File: src/rtl/mem_stage_ctrl.sv
// mem_stage_ctrl
// Controls the MEM stage of the pipeline. It issues data-cache read/write
// requests for loads and stores sitting in EX/MEM and stalls the front of the
// pipeline while a cache access is outstanding. It also parks the core in a
// sticky halted state once a HALT reaches MEM/WB, and counts completed loads,
// completed stores and the stall cycles of the most recent access.
//
// Ports
//   CLK        single clock, rising edge
//   RST        asynchronous active-high reset
//   valid_i    EX/MEM holds a real instruction (not a bubble)
//   memread_i  EX/MEM instruction is a load
//   memwrite_i EX/MEM instruction is a store
//   halt_i     EX/MEM instruction is HALT
//   dhit       data cache completes the current access this cycle
//   dREN       data read request to the cache
//   dWEN       data write request to the cache
//   mwen       MEM/WB latch enable
//   mwflush    load a bubble into MEM/WB (meaningful only with mwen=1)
//   stall_o    freeze PC, IF/ID, ID/EX and EX/MEM
//   halt_o     sticky halted indication
//   ld_cnt     completed loads (wraps)
//   st_cnt     completed stores (wraps)
//   wait_cnt   stall cycles of the current or most recent access (saturates)
module mem_stage_ctrl #(
    parameter int CNT_W  = 16,
    parameter int WAIT_W = 8
) (
    input  logic              CLK,
    input  logic              RST,
    input  logic              valid_i,
    input  logic              memread_i,
    input  logic              memwrite_i,
    input  logic              halt_i,
    input  logic              dhit,
    output logic              dREN,
    output logic              dWEN,
    output logic              mwen,
    output logic              mwflush,
    output logic              stall_o,
    output logic              halt_o,
    output logic [CNT_W-1:0]  ld_cnt,
    output logic [CNT_W-1:0]  st_cnt,
    output logic [WAIT_W-1:0] wait_cnt
);

    typedef enum logic [1:0] {
        IDLE   = 2'd0,
        ACCESS = 2'd1,
        HALTED = 2'd2
    } state_t;

    state_t state;
    state_t state_next;

    // Type of the access being waited on: 1 = store, 0 = load.
    logic op_store;
    logic op_store_next;

    logic mop;
    logic ld_done;
    logic st_done;
    logic wait_clear;
    logic wait_load;
    logic wait_inc;

    // A HALT is never treated as a memory op, even if its read/write bits are set.
    assign mop = valid_i & (memread_i | memwrite_i) & ~halt_i;

    // State and latched op type.
    always_ff @(posedge CLK or posedge RST) begin
        if (RST) begin
            state    <= IDLE;
            op_store <= 1'b0;
        end else begin
            state    <= state_next;
            op_store <= op_store_next;
        end
    end

    // Next-state and output decode. A read+write conflict is resolved as a
    // store, so dREN is masked by memwrite_i wherever it comes from the inputs.
    always_comb begin
        state_next    = state;
        op_store_next = op_store;
        dREN          = 1'b0;
        dWEN          = 1'b0;
        mwen          = 1'b1;
        mwflush       = 1'b0;
        stall_o       = 1'b0;
        halt_o        = 1'b0;
        ld_done       = 1'b0;
        st_done       = 1'b0;
        wait_clear    = 1'b0;
        wait_load     = 1'b0;
        wait_inc      = 1'b0;

        case (state)
            IDLE: begin
                if (valid_i && halt_i) begin
                    state_next = HALTED;
                end else if (mop) begin
                    dWEN = memwrite_i;
                    dREN = memread_i & ~memwrite_i;
                    if (dhit) begin
                        ld_done    = ~memwrite_i;
                        st_done    = memwrite_i;
                        wait_clear = 1'b1;
                    end else begin
                        mwflush       = 1'b1;
                        stall_o       = 1'b1;
                        wait_load     = 1'b1;
                        op_store_next = memwrite_i;
                        state_next    = ACCESS;
                    end
                end
            end

            // Inputs other than dhit are ignored here: EX/MEM is frozen by stall_o.
            ACCESS: begin
                dWEN = op_store;
                dREN = ~op_store;
                if (dhit) begin
                    ld_done    = ~op_store;
                    st_done    = op_store;
                    state_next = IDLE;
                end else begin
                    mwflush  = 1'b1;
                    stall_o  = 1'b1;
                    wait_inc = 1'b1;
                end
            end

            HALTED: begin
                mwen    = 1'b0;
                stall_o = 1'b1;
                halt_o  = 1'b1;
            end

            default: begin
                state_next = IDLE;
            end
        endcase
    end

    // Completion counters wrap naturally at 2^CNT_W.
    always_ff @(posedge CLK or posedge RST) begin
        if (RST) begin
            ld_cnt <= '0;
            st_cnt <= '0;
        end else begin
            if (ld_done) begin
                ld_cnt <= ld_cnt + CNT_W'(1);
            end
            if (st_done) begin
                st_cnt <= st_cnt + CNT_W'(1);
            end
        end
    end

    // Stall-cycle counter: the first missed cycle counts as 1, further misses
    // add one each until all-ones, and the value is kept after completion.
    always_ff @(posedge CLK or posedge RST) begin
        if (RST) begin
            wait_cnt <= '0;
        end else if (wait_clear) begin
            wait_cnt <= '0;
        end else if (wait_load) begin
            wait_cnt <= WAIT_W'(1);
        end else if (wait_inc && !(&wait_cnt)) begin
            wait_cnt <= wait_cnt + WAIT_W'(1);
        end
    end

endmodule

File: config.mk
export PLATFORM = sky130hd
export DESIGN_NAME = mem_stage_ctrl
export DESIGN_NICKNAME = d
export VERILOG_FILES = /design/src/rtl/mem_stage_ctrl.sv
export SDC_FILE = /design/constraint.sdc
export NUM_CORES = 1
export LEC_CHECK = 0
export ABC_AREA = 1
export BUFFER_PORTS_ARGS = -buffer_cell sky130_fd_sc_hd__buf_4
export CAP_MARGIN = 20
export CORE_AREA = 2 2 60 90
export DETAILED_ROUTE_END_ITERATION = 16
export DIE_AREA = 0 0 62 92
export GPL_ROUTABILITY_DRIVEN = 0
export PLACE_DENSITY = 0.78
export SETUP_SLACK_MARGIN = 0.2
export SLEW_MARGIN = 0
export SYNTH_ARGS = -nofsm -noshare
export SYNTH_HDL_FRONTEND = slang
export SYNTH_SLANG_ARGS = --single-unit
File: constraint.sdc
create_clock -name CLK -period 2.8 [get_ports CLK]
set_clock_uncertainty 0.05 [all_clocks]
set_input_delay 0.7 -clock CLK [delete_from_list [all_inputs] [get_ports CLK]]
set_output_delay 0.7 -clock CLK [all_outputs]
set_load 0.01 [all_outputs]
==> impl_metrics.tcl <==
set metrics [dict create \
    status "complete, no violations" \
    wire_per_inst_um 12.0 \
    fin_crit_sh 0.841 \
    syn_area_um2 2640 \
    viasPerCell 5.07 \
    arrival_ns 1.60 \
    leakage_nw 1.68 \
    syn_inst 374 \
    startpoint_type "primary input" \
    timing.slew.headroom 0.714 \
    dieHeight_um 92 \
    synth_common_cells "nand2_1 (139), dfrtp_1 (43), nor2_1 (43), inv_1 (41), nand3_1 (26)" \
    worstSetupPathType "primary input to output port" \
    setup_viol 0 \
    routed_wl_um 5950 \
    start_util 0.527 \
    end_kind "output port" \
    cts_root_buf "clkbuf_8" \
    dr.pass1.iters 4 \
    synth-edff-count 0 \
    post-route-drc-count 0 \
    cts_resized 0 \
    diodes 0 \
    critPathMostFrequentCell "buf_4" \
    grt_max_degree 36 \
    worstPathRequired_ns 2.05 \
    instances_no_fill 498 \
    grtUsageTotal 0.229 \
    rsz0062_at_grt "false" \
    tns_ns 0 \
    final_nets 440 \
    holdCritPathClass "primary input to asynchronous set/reset pin" \
    worst_pin_slew_ns 0.428 \
    worst_hold_slack_ns 0.347 \
    synth_cell_types 25 \
    placementRows 32 \
    insertion_delay_ns 0.29 \
    hold_buffers 0 \
    dieArea_um2 5700 \
    crit_chain "buf_4 > inv_1 > nand2_1 > nor2_4 > nand2_2 > o22ai_1 > buf_4" \
    r2r-end "st_cnt[8]" \
    ys_async_sr_fraction 1.00 \
    fin_ws_ns 0.446 \
    cts_buffers 5 \
    dp.cells 491 \
    yosysMostFrequentCell "nand2_1" \
    maxSlewViolCount 0 \
    regArea_um2 1080 \
    max-vdd-ir-drop_v 0.000325 \
    maxCapViolCount 0 \
    boundaryPins 53 \
    synth.avg_cell_area_um2 7.05 \
    place_hpwl_um 4580 \
    max_freq_ghz 0.425 \
    antenna_found_initial 0 \
    grt_pass1_wl_um 10100 \
    overflow 0 \
    min_period_ns 2.35 \
    die_x_um 62 \
    crit-reg2reg-launch "st_cnt[0]" \
    synth_top_area_frac 0.408 \
    post_cts_buffers 0 \
    synth_area_leaders "dfrtp_1 (41%), nand2_1 (20%), nor2_1 (6.1%), inv_1 (5.8%), nand3_1 (4.9%)" \
    cp_max_fo 9 \
    clk_path_buf_depth 2 \
    vias 2525 \
    num-fill-cells 461 \
    h-tree-depth 2 \
    port_buffers 52 \
    drive_gt1_frac 0.174 \
    cts_tree "yes" \
    powerDensity_nw_per_um2 479 \
    hold_viol_final 0 \
    synth_largest_area_cell "dfrtp_1" \
    ant_nets 0 \
    yosys_most_used_dff "dfrtp_1" \
    reg2reg_slack_ns 1.14 \
    ys_ff_latch 43 \
    syn2layout_area_growth_pct 20.8 \
    yosys_warnings 0 \
    place_ws_ns 0.444 \
    p_total_mw 1.53 \
    slowest_stage "o22ai_1" \
    rr_worst_depth 7 \
    cts_sinks 43 \
    syn_nets 384 \
    multi_input_comb_area_um2 1340 \
    clk_pin_slew_ns 0.08 \
    max_stage_delay_ns 0.19 \
    core_um2 5000 \
    drtIter0Drc 162 \
    grt_pass1_vias 2342 \
    yosysSeqAreaShare 0.408 \
]
## where the power goes
group	internal (mW)	switching (mW)
sequential	0.681	0.0754
combinational	0.136	0.169
clock	0.262	0.204
total	1.08	0.449
## cell usage in the layout (no fill, tap or decap)
cell type,netlist,final
a21oi_1,5,5
and2_1,1,1
buf_12,0,1
buf_4,0,53
bufinv_16,0,1
clkbuf_1,0,1
clkbuf_8,0,5
dfrtp_1,43,43
ha_1,3,3
inv_1,41,41
inv_2,2,2
nand2_1,139,139
nand2_2,3,3
nand2_4,1,1
nand3_1,26,26
nand3_2,1,1
nand3b_1,5,5
nand4_1,15,15
nor2_1,43,43
nor2_2,2,2
nor2_4,4,4
nor3_1,2,2
o21ai_0,16,16
o21ai_1,3,3
o21ai_2,1,1
o22ai_1,1,1
xnor2_1,1,1
xor2_1,10,10
xor2_2,1,1
## per-stage QoR
| stage | area [µm²] | util |
|---|---|---|
| after floorplan | 2640 | - |
| after global placement | 3080 | 0.616 |
| after detailed placement | 3080 | 0.616 |
| after CTS | 3190 | 0.637 |
| after global routing | 3190 | 0.637 |
| final | 3190 | 0.637 |
## metal layers
layer,GRT usage,share of wire,vias up
met2,0.390,0.52,63
met3,0.0423,0.042,14
met4,0.0780,0.024,0
met1,0.276,0.41,1166
met5,0,0,-
li1,-,-,1282
## kinds of logic (layout without fill, tap and decap cells)
logic type / after synthesis / count (layout) / synth area share
adder cells (fa/ha/maj): 3 / 3 / 0.0142
AND/OR/NAND/NOR: 242 / 242 / 0.401
buffers and inverters: 48 / 104 / 0.0825
AO/OA/AOI/OAI: 26 / 26 / 0.0512
flip-flops: 43 / 43 / 0.408
XOR/XNOR: 12 / 12 / 0.0427
## worst max-delay path, delay by kind of cell
family | cells | cell delay [ns]
AND/OR/NAND/NOR | 3 | 0.39
AO/OA/AOI/OAI | 1 | 0.19
buffers and inverters | 3 | 0.32
## state kept, by name, summed over array words and instances, names as in the netlist
signal / count
st_cnt: 16
ld_cnt: 16
wait_cnt: 8
op_store: 1
state: 2
## area by class of cell
cell class | instances | share of cell area
multi-input combinational | 283 | 0.422
clock buffer | 6 | 0.0228
sequential | 43 | 0.338
clock inverter | 1 | 0.00942
timing repair buffer | 54 | 0.131
tap | 68 | 0.0267
inverter | 43 | 0.0506
## worst max path at each step
stage	startpoint	slack (ns)	to	cells after the start
finish	halt_i	0.45	dREN	7
global route	halt_i	0.33	dREN	7
CTS	halt_i	0.44	dREN	7
detailed placement	halt_i	0.44	dREN	7
global placement	halt_i	0.48	dREN	7
floorplan	halt_i	0.78	dREN	5
Note: power is estimated with default switching activity, not from simulation.
